**src/rtl/seg_scan_ctrl_pkg.sv**
```systemverilog
// Shared constants for the multiplexed seven-segment scanner: segment bit
// positions, the all-dark segment word and the default slot length.
package seg_scan_ctrl_pkg;

   localparam int DEFAULT_SLOT_CYCLES = 20000;

   // Bit positions inside the active-low segment word
   localparam int SEG_A  = 0;
   localparam int SEG_G  = 6;
   localparam int SEG_DP = 7;

   // Every segment and the decimal point dark
   localparam logic [7:0] SEG_OFF = 8'hFF;

   // Assemble a full active-low segment word from a dp flag and decoded g..a
   function automatic logic [7:0] seg_word(input logic dp_on, input logic [6:0] gfa_n);
      logic [7:0] w;
      w              = SEG_OFF;
      w[SEG_DP]      = ~dp_on;
      w[SEG_G:SEG_A] = gfa_n;
      return w;
   endfunction

endpackage

```
**src/rtl/seven_seg.sv**
```systemverilog
// Hex nibble to active-low seven-segment decoder (bits [6:0] = g..a).
module seven_seg (
   input  logic [3:0] hex,
   output logic [6:0] seg_n
);

   // Standard 0-F glyph table, active-low
   always_comb begin
      case (hex)
         4'h0:    seg_n = 7'b100_0000;
         4'h1:    seg_n = 7'b111_1001;
         4'h2:    seg_n = 7'b010_0100;
         4'h3:    seg_n = 7'b011_0000;
         4'h4:    seg_n = 7'b001_1001;
         4'h5:    seg_n = 7'b001_0010;
         4'h6:    seg_n = 7'b000_0010;
         4'h7:    seg_n = 7'b111_1000;
         4'h8:    seg_n = 7'b000_0000;
         4'h9:    seg_n = 7'b001_0000;
         4'hA:    seg_n = 7'b000_1000;
         4'hB:    seg_n = 7'b000_0011;
         4'hC:    seg_n = 7'b100_0110;
         4'hD:    seg_n = 7'b010_0001;
         4'hE:    seg_n = 7'b000_0110;
         4'hF:    seg_n = 7'b000_1110;
         default: seg_n = 7'b111_1111;
      endcase
   end

endmodule

```
**src/rtl/seg_scan_ctrl.sv**
```systemverilog
// Multiplexed common-anode seven-segment scanner with per-digit dp/blank,
// leading-zero suppression, PWM brightness and double-buffered loading.
// The scan reads only the active buffer, which is replaced from the pending
// buffer exactly at the frame boundary, so a frame never mixes old and new data.
module seg_scan_ctrl
   import seg_scan_ctrl_pkg::*;
#(
   parameter int N_DIGITS    = 4,
   parameter int SLOT_CYCLES = DEFAULT_SLOT_CYCLES,
   parameter int BRIGHT_W    = 3
) (
   input  logic                    clk,
   input  logic                    rst_n,
   input  logic [4*N_DIGITS-1:0]   digits,
   input  logic [N_DIGITS-1:0]     dp,
   input  logic [N_DIGITS-1:0]     blank,
   input  logic                    lzs_en,
   input  logic [BRIGHT_W-1:0]     brightness,
   input  logic                    load,
   output logic [7:0]              segments_n,
   output logic [N_DIGITS-1:0]     anodes_n,
   output logic                    frame_tick
);

   localparam int CW = $clog2(SLOT_CYCLES);
   localparam int IW = (N_DIGITS > 1) ? $clog2(N_DIGITS) : 1;
   // Wide enough for (2**BRIGHT_W) * SLOT_CYCLES without overflow
   localparam int OW = BRIGHT_W + CW + 1;

   localparam logic [CW-1:0] SLOT_LAST     = CW'(SLOT_CYCLES - 1);
   localparam logic [IW-1:0] IDX_LAST      = IW'(N_DIGITS - 1);
   localparam logic [OW-1:0] SLOT_CYCLES_W = OW'(SLOT_CYCLES);

   // Scan position
   logic [CW-1:0]           slot_cnt_q, slot_cnt_d;
   logic [IW-1:0]           idx_q, idx_d;

   // Pending (written by load) and active (read by scan) buffers
   logic [4*N_DIGITS-1:0]   pend_digits_q, pend_digits_d;
   logic [N_DIGITS-1:0]     pend_dp_q, pend_dp_d;
   logic [N_DIGITS-1:0]     pend_blank_q, pend_blank_d;
   logic                    pend_lzs_q, pend_lzs_d;
   logic                    pend_valid_q, pend_valid_d;
   logic [4*N_DIGITS-1:0]   act_digits_q, act_digits_d;
   logic [N_DIGITS-1:0]     act_dp_q, act_dp_d;
   logic [N_DIGITS-1:0]     act_blank_q, act_blank_d;
   logic                    act_lzs_q, act_lzs_d;

   // Registered pin drivers
   logic [7:0]              segments_n_q, segments_n_d;
   logic [N_DIGITS-1:0]     anodes_n_q, anodes_n_d;
   logic                    frame_tick_q, frame_tick_d;

   // Combinational helpers
   logic                    slot_wrap_s;
   logic                    frame_wrap_s;
   logic [BRIGHT_W:0]       bright_p1_s;
   logic [OW-1:0]           on_cycles_s;
   logic [N_DIGITS-1:0]     supp_s;
   logic                    zero_run_s;
   logic [3:0]              nibble_s;
   logic                    dp_sel_s;
   logic                    blank_sel_s;
   logic                    supp_sel_s;
   logic                    lit_s;
   logic [6:0]              dec_seg_n_s;

   seven_seg u_seven_seg (
      .hex   (nibble_s),
      .seg_n (dec_seg_n_s)
   );

   // PWM on-time for the current brightness setting
   always_comb begin
      bright_p1_s = {1'b0, brightness} + {{BRIGHT_W{1'b0}}, 1'b1};
      on_cycles_s = (OW'(bright_p1_s) * SLOT_CYCLES_W) >> BRIGHT_W;
   end

   // Leading-zero suppression: walk from the top digit down while nibbles are zero
   always_comb begin
      zero_run_s = 1'b1;
      supp_s     = {N_DIGITS{1'b0}};
      for (int i = N_DIGITS - 1; i >= 0; i--) begin
         zero_run_s = zero_run_s & (act_digits_q[4*i +: 4] == 4'h0);
         supp_s[i]  = act_lzs_q & zero_run_s & (i != 0);
      end
   end

   // Select the active-buffer data for the digit currently being scanned
   always_comb begin
      nibble_s    = act_digits_q[{idx_q, 2'b00} +: 4];
      dp_sel_s    = act_dp_q[idx_q];
      blank_sel_s = act_blank_q[idx_q];
      supp_sel_s  = supp_s[idx_q];
      lit_s       = (OW'(slot_cnt_q) < on_cycles_s) & ~blank_sel_s & ~supp_sel_s;
   end

   // Next-state for scan counters, buffers and pin drivers
   always_comb begin
      slot_wrap_s  = (slot_cnt_q == SLOT_LAST);
      frame_wrap_s = slot_wrap_s & (idx_q == IDX_LAST);

      if (slot_wrap_s) begin
         slot_cnt_d = {CW{1'b0}};
      end else begin
         slot_cnt_d = slot_cnt_q + CW'(1'b1);
      end

      if (frame_wrap_s) begin
         idx_d = {IW{1'b0}};
      end else if (slot_wrap_s) begin
         idx_d = idx_q + IW'(1'b1);
      end else begin
         idx_d = idx_q;
      end

      // Old pending data commits at the boundary even if a new load arrives now
      if (frame_wrap_s && pend_valid_q) begin
         act_digits_d = pend_digits_q;
         act_dp_d     = pend_dp_q;
         act_blank_d  = pend_blank_q;
         act_lzs_d    = pend_lzs_q;
      end else begin
         act_digits_d = act_digits_q;
         act_dp_d     = act_dp_q;
         act_blank_d  = act_blank_q;
         act_lzs_d    = act_lzs_q;
      end

      if (load) begin
         pend_digits_d = digits;
         pend_dp_d     = dp;
         pend_blank_d  = blank;
         pend_lzs_d    = lzs_en;
         pend_valid_d  = 1'b1;
      end else if (frame_wrap_s) begin
         pend_digits_d = pend_digits_q;
         pend_dp_d     = pend_dp_q;
         pend_blank_d  = pend_blank_q;
         pend_lzs_d    = pend_lzs_q;
         pend_valid_d  = 1'b0;
      end else begin
         pend_digits_d = pend_digits_q;
         pend_dp_d     = pend_dp_q;
         pend_blank_d  = pend_blank_q;
         pend_lzs_d    = pend_lzs_q;
         pend_valid_d  = pend_valid_q;
      end

      if (lit_s) begin
         segments_n_d = seg_word(dp_sel_s, dec_seg_n_s);
         for (int i = 0; i < N_DIGITS; i++) begin
            anodes_n_d[i] = ~(idx_q == IW'(i));
         end
      end else begin
         segments_n_d = SEG_OFF;
         anodes_n_d   = {N_DIGITS{1'b1}};
      end

      frame_tick_d = frame_wrap_s;
   end

   // State and output registers with synchronous active-low reset
   always_ff @(posedge clk) begin
      if (!rst_n) begin
         slot_cnt_q    <= {CW{1'b0}};
         idx_q         <= {IW{1'b0}};
         pend_digits_q <= {(4*N_DIGITS){1'b0}};
         pend_dp_q     <= {N_DIGITS{1'b0}};
         pend_blank_q  <= {N_DIGITS{1'b0}};
         pend_lzs_q    <= 1'b0;
         pend_valid_q  <= 1'b0;
         act_digits_q  <= {(4*N_DIGITS){1'b0}};
         act_dp_q      <= {N_DIGITS{1'b0}};
         act_blank_q   <= {N_DIGITS{1'b0}};
         act_lzs_q     <= 1'b0;
         segments_n_q  <= SEG_OFF;
         anodes_n_q    <= {N_DIGITS{1'b1}};
         frame_tick_q  <= 1'b0;
      end else begin
         slot_cnt_q    <= slot_cnt_d;
         idx_q         <= idx_d;
         pend_digits_q <= pend_digits_d;
         pend_dp_q     <= pend_dp_d;
         pend_blank_q  <= pend_blank_d;
         pend_lzs_q    <= pend_lzs_d;
         pend_valid_q  <= pend_valid_d;
         act_digits_q  <= act_digits_d;
         act_dp_q      <= act_dp_d;
         act_blank_q   <= act_blank_d;
         act_lzs_q     <= act_lzs_d;
         segments_n_q  <= segments_n_d;
         anodes_n_q    <= anodes_n_d;
         frame_tick_q  <= frame_tick_d;
      end
   end

   assign segments_n = segments_n_q;
   assign anodes_n   = anodes_n_q;
   assign frame_tick = frame_tick_q;

endmodule

```
**config.mk**
```make
export PLATFORM = sky130hd
export DESIGN_NAME = seg_scan_ctrl
export DESIGN_NICKNAME = d
export VERILOG_FILES = /design/src/rtl/seg_scan_ctrl_pkg.sv /design/src/rtl/seven_seg.sv /design/src/rtl/seg_scan_ctrl.sv
export SDC_FILE = /design/constraint.sdc
export NUM_CORES = 1
export LEC_CHECK = 0
export ABC_AREA = 0
export BUFFER_PORTS_ARGS = -buffer_cell sky130_fd_sc_hd__clkbuf_2
export CORE_MARGIN = 2
export CORE_UTILIZATION = 59
export DETAILED_ROUTE_END_ITERATION = 16
export GPL_ROUTABILITY_DRIVEN = 1
export PLACE_DENSITY = 0.82
export SETUP_SLACK_MARGIN = 0.02
export SLEW_MARGIN = 20
export SYNTH_ARGS = -nofsm -noshare
export SYNTH_HDL_FRONTEND = slang
export SYNTH_HIERARCHICAL = 1
export SYNTH_SLANG_ARGS = --single-unit
```
**constraint.sdc**
```tcl
create_clock -name clk -period 5.65 [get_ports clk]
set_input_delay 0.2825 -clock clk [delete_from_list [all_inputs] [get_ports clk]]
set_output_delay 0.2825 -clock clk [all_outputs]
set_load 0.1 [all_outputs]
```
* Word level (Yosys, flattened, before mapping)
Memories as Yosys holds them, arrays and structs flattened. A register that Yosys moved wholly into a read port is not among the register bits.
Cells that the tools add are included.
** Storage, ports and cells
- Flip-flop bits (word level) :: 81
- ROM bits :: 112
- Logic and storage cells :: 60
- Memories kept :: 1
** Cells by class
- Add/sub/neg operators :: 3
- Multipliers :: 1
- Magnitude comparators :: 2
- Eq/ne operators :: 4
- Shift operators :: 1
- Mux-type cells :: 8
- Bitwise gates (word level) :: 16
- Reductions and logical operators :: 10
** Memories
- (name not given) :: depth 16, width 7, rd ports 1, clocked after memory_dff 1, write ports 0, line seven_seg.sv:9 : case (hex)
** Operators by type and width (count)
- $lt A15 B16 Y1 :: 1
- $shiftx A16 B5 Y4 :: 1
- $add A15 B1 Y15 const B :: 1
- $eq A15 B15 Y1 const B :: 1
- $mul A4 B10 Y14 const B :: 1
- $logic_not A4 Y1 :: 3
- $and A1 B1 Y1 :: 8
- $not A1 Y1 :: 8
- $bmux W1 S2 :: 3
- $mux W1 :: 5
- $add A3 B1 Y4 const B :: 1
- $eq A2 B2 Y1 const B :: 2
- $reduce_or A2 Y1 :: 2
- $lt A2 B3 Y1 const B :: 1
- $add A2 B1 Y2 const B :: 1
- $eq A2 B1 Y1 const B :: 1
- $logic_not A2 Y1 :: 1
- $reduce_and A2 Y1 :: 1
- $reduce_bool A2 Y1 :: 1
- $logic_and A1 B1 Y1 :: 1
- $logic_not A1 Y1 :: 1

* Depth between registers and ports, before layout
- Word-level depth :: 10
- Depth in mapped cells :: 20
- Mapped depth without buffers :: 19

* Cells and area by module
Netlist, hierarchy kept.
** By module, submodules not included
- seg_scan_ctrl :: times used 1, cells each 398, area an instance 3908.7 um2
- seven_seg :: times used 1, cells each 32, area an instance 275.3 um2

* Least setup slack after synthesis
OpenSTA, ideal clock, no wires.
- Path kind :: input to register
- Start :: input port brightness[0]
- End :: register anodes_n_q[2] (netlist: anodes_n[2])
- Arrival :: 4.004 ns
- Required time :: 5.517 ns
- Setup slack :: 1.512 ns
- Stages :: 19
- Path through :: ha_1 xor2_1 inv_1 ha_1 inv_1 ha_1 or2_2 ha_1 ha_1 a21oi_1 o21ai_0 nand2_1 xnor2_1 ha_1 and3_1 a221oi_1 a22o_1 clkbuf_1 nand3_1
** Between the ends
- Longest elaborated chain between the ends :: 6
** Ends and longest elaborated chain
- from (decl) :: line seg_scan_ctrl.sv:18 : input logic [BRIGHT_W-1:0] brightness,
- $add A3 B1 Y4 :: line seg_scan_ctrl.sv:75 : bright_p1_s = {1'b0, brightness} + {{BRIGHT_W{1'b0}}, 1'b1};
- $mul A4 B10 Y14 :: line seg_scan_ctrl.sv:76 : on_cycles_s = (OW'(bright_p1_s) * SLOT_CYCLES_W) >> BRIGHT_W;
- $lt A15 B16 Y1 :: line seg_scan_ctrl.sv:95 : lit_s = (OW'(slot_cnt_q) < on_cycles_s) & ~blank_sel_s & ~supp_sel_s;
- $and A1 B1 Y1 (2 in series) :: line seg_scan_ctrl.sv:95
- $reduce_and A2 Y1 (no source line)
- to (signal assigned) :: line seg_scan_ctrl.sv:178 : anodes_n_q <= {N_DIGITS{1'b1}};
- to (signal assigned) :: line seg_scan_ctrl.sv:193 : anodes_n_q <= anodes_n_d;
- to (decl) :: line seg_scan_ctrl.sv:51 : logic [N_DIGITS-1:0] anodes_n_q, anodes_n_d;
Every way passes these cells.
A chain may end at the register's enable or synchronous reset.

* Final worst setup path
- Start :: input port brightness[0]
- End :: register anodes_n_q[1] (netlist: anodes_n[1])
The elaborated chain is that of the path after synthesis.

==> metrics.yaml <==
critical_path:
  required_arrival_time_at_the_worst_endpoint_ns: 5.86
  cp-startpoint: "brightness[0]"
  timing.reg2reg.worst_path_depth: 8
  worstReg2RegEnd: "segments_n[0]$_SDFF_PN1_"
  critical_path.endpoint_type: "register"
  worst-path-max-fanout: 12
  critical_path.reg2reg.startpoint: "idx_q[0]$_SDFFE_PP0N_"
  worstSetupStartpointType: "primary input"
  worstSetupPathType: "primary input to register"
  worst-r2r-setup-slack_ns: 2.96
  timing.critical_path.arrival_ns: 4.52
place:
  number_of_input_and_output_port_buffers_inserted: 43
  dp_hpwl_um: 5573
  gpl.final_weighted_congestion: 0.8778
die:
  floorplan.rows: 30
  ios: 44
  floorplan.initialDensity: 0.6125
  die_height_um: 88.21
  die_area_sq_um: 7781
  core_area_sq_um: 6832
  die_width_um: 88.21
power_and_ir_drop:
  p_sw_frac: 0.2522
  power.sequential.fraction: 0.516
  power.combinational.fraction: 0.120
  p_leak_nw: 1.923
  power.density_cell_area_nw_per_um2: 251.8
  power.internal_mw: 0.8629
  total_switching_power_mw: 0.2910
  maximum_vdd_ir_drop_mv: 0.1271
  clkPwrFrac: 0.364
min_path:
  whs_endpoint: "pend_digits_q[14]$_SDFFE_PN0P_"
  holdCritPathClass: "primary input to register"
  min_from: "digits[14]"
  hold_depth: 3
synthesis:
  netlist.top_cell.by_area: "dfxtp_1"
  post_synth_most_frequent_cells: "81 x dfxtp_1, 68 x nand2_1, 39 x ha_1, 29 x mux2i_1, 27 x nor2_1"
  synthesis.area_per_instance_sq_um: 9.730
  post_synth_instance_area_sq_um: 4184
  synth_sequential_area_ratio: 0.3876
  post_synth_inst_count: 430
  mappedNetlistNets: 500
  synthArstFlopShare: 0
  yosys_register_bits: 81
  synthDominantCellAreaShare: 0.3876
  primary_flip_flop_cell_chosen_by_synthesis_mapping: "dfxtp_1"
  synth_enable_flop_cells: 0
  post_synth_num_cell_types: 47
  yosys.cell_count.top_type: "dfxtp_1"
  synth.area.top_cells: "dfxtp_1 39%, ha_1 12%, mux2i_1 6.9%, nand2_1 6.1%, a21boi_2 5.4%"
  ys.warnings.count: 6
timing:
  finalHoldViolCount: 0
  grt_setup_unrepaired: "false"
  fin_crit_ns: 4.307
  fin_skew_ns: 0.01299
  fin_crit_sh: 0.7623
  worst_slew_margin_relative_to_its_limit: 0.3362
  worstMarginPinSlew_ns: 0.9802
  fmax_mhz: 232.2
  hold_ws_ns: 0.1804
  maxSlewViolCount: 0
  setup_total_negative_slack_ns: 0
  finalSetupViolCount: 0
routing:
  remaining_drc_errors: 0
  route.antenna.remaining_nets: 0
  vias: 2998
  vias_per_cell: 5.316
  drt_first_pass_iters: 4
  avgRoutedWirePerCell_um: 13.84
  drt_first_iter_violations: 147
  drt_wl_total_um: 7805
grt:
  wire_length_of_the_first_global_routing_pass_um: 13380
  antenna_found_initial: 0
  grt_max_degree: 60
  grt-ovfl-total: 0
  global_route.usage.total: 0.2211
  number_of_global_route_vias_before_repair: 2855
flow_run:
  max-cap-violations: 0
cells_and_area:
  fraction_of_layout_cells_with_a_size_suffix_above_1: 0.1944
  diodes: 0
  area_growth_syn_to_layout_pct: 9.540
  postLayoutCoreUtil: 0.6709
  num-nets-final: 533
cts:
  clk_pin_slew_ns: 0.08
  cts_hold_buffers: 0
  postCtsSetupRepairBufs: 0
  tritoncts: "yes"
  cts.htree.levels: 3
  root_buffer: "clkbuf_8"
  clk-insertion-delay-late_ns: 0.36
  post_cts_resize_count: 0
  cts-buffers-inserted: 9
  cts_sinks: 81
  cts-root-to-sink-buffers: 2
outcome:
  run_status: "completed"
[registers in the layout (all words and copies together), names as in the netlist, 8 cells and up]
name,count
act_digits_q,16
pend_digits_q,16
segments_n,8
slot_cnt_q,15
[power groups by stage]
stage	clock network [mW]	registers, mW	logic (mW)
after global placement	0	0.608	0.130
final	0.420	0.595	0.138
after CTS	0.431	0.595	0.139
after floorplan	0	0.625	0.0850
after global routing	0.451	0.597	0.155
after detailed placement	0	0.609	0.138
[cells by family (layout without fill, tap and decap cells)]
| family | Yosys count | in the layout | share of synthesized area |
|---|---|---|---|
| AOI/OAI and AO/OA | 56 | 56 | 0.1130 |
| xor gates and xnor gates | 17 | 17 | 0.03559 |
| buffers and inverters | 37 | 75 | 0.04605 |
| DFF | 81 | 81 | 0.3876 |
| adders and majority gates | 39 | 39 | 0.1166 |
| muxes | 37 | 37 | 0.1106 |
| and+or+nand+nor | 163 | 163 | 0.1905 |
[layout make-up]
type	count	area, sq um
multi-input combinational	312	2370
fill	569	2248
sequential	81	1622
timing repair buffer	43	215.2
clock buffer	12	145.1
tap	96	120.1
inverter	16	60.06
clock inverter	4	51.30
[layer usage]
metal	routed length, um	global-route usage
met3	393	0.05970
met4	72	0.07989
met1	3612	0.2879
met5	0	0
met2	3727	0.3554
[per-stage QoR]
step | area, sq um | power [mW] | setup WS, ns | cells
floorplan | 4184 | 0.7104 | 1.512 | 430
global placement | 4387 | 0.7383 | 1.253 | 548
detailed placement | 4387 | 0.7468 | 1.029 | 548
CTS | 4583 | 1.166 | 1.373 | 564
global route | 4583 | 1.204 | 0.9820 | 564
finish | 4583 | 1.154 | 1.343 | 564
[worst max path at each step]
stage,end,depth (start not counted)
3_5_place_dp,anodes_n[1]$_SDFF_PN1_,19
4_1_cts,anodes_n[1]$_SDFF_PN1_,19
2_1_floorplan,anodes_n[2]$_SDFF_PN1_,19
6_report,anodes_n[1]$_SDFF_PN1_,19
3_3_place_gp,anodes_n[0]$_SDFF_PN1_,19
5_1_grt,anodes_n[1]$_SDFF_PN1_,20
[cells in the final DEF, fill, tap and decap left out, types with 2 or more instances in the layout]
cell,n
mux2i_1,29
or2_2,2
nor4_1,2
ha_1,39
mux4_2,6
and2_1,2
clkbuf_8,10
inv_1,16
or4b_4,2
dfxtp_1,81
and3_1,4
or3_1,3
a21boi_0,6
a21boi_2,20
a21oi_1,8
clkbuf_1,2
a21o_1,3
nand2_1,68
xnor2_1,12
nand3_1,13
xor2_1,5
o21ai_0,7
nor3_1,4
a22o_1,3
clkbuf_2,43
nor2b_1,26
nor2_1,27
nand4_1,3
[worst max-delay path, stage by stage]
cell and delay [ns]:
clkbuf_2 0.14, ha_1 0.24, xor2_1 0.34, inv_1 0.12
ha_1 0.29, inv_1 0.06, ha_1 0.17, or2_2 0.29
ha_1 0.28, ha_1 0.31, a21oi_1 0.06, o21ai_0 0.34
nand2_1 0.13, xnor2_1 0.20, ha_1 0.28, and3_1 0.21
a221oi_1 0.26, a22o_1 0.40, nand3_1 0.14
(Power assumes the default switching activity.)
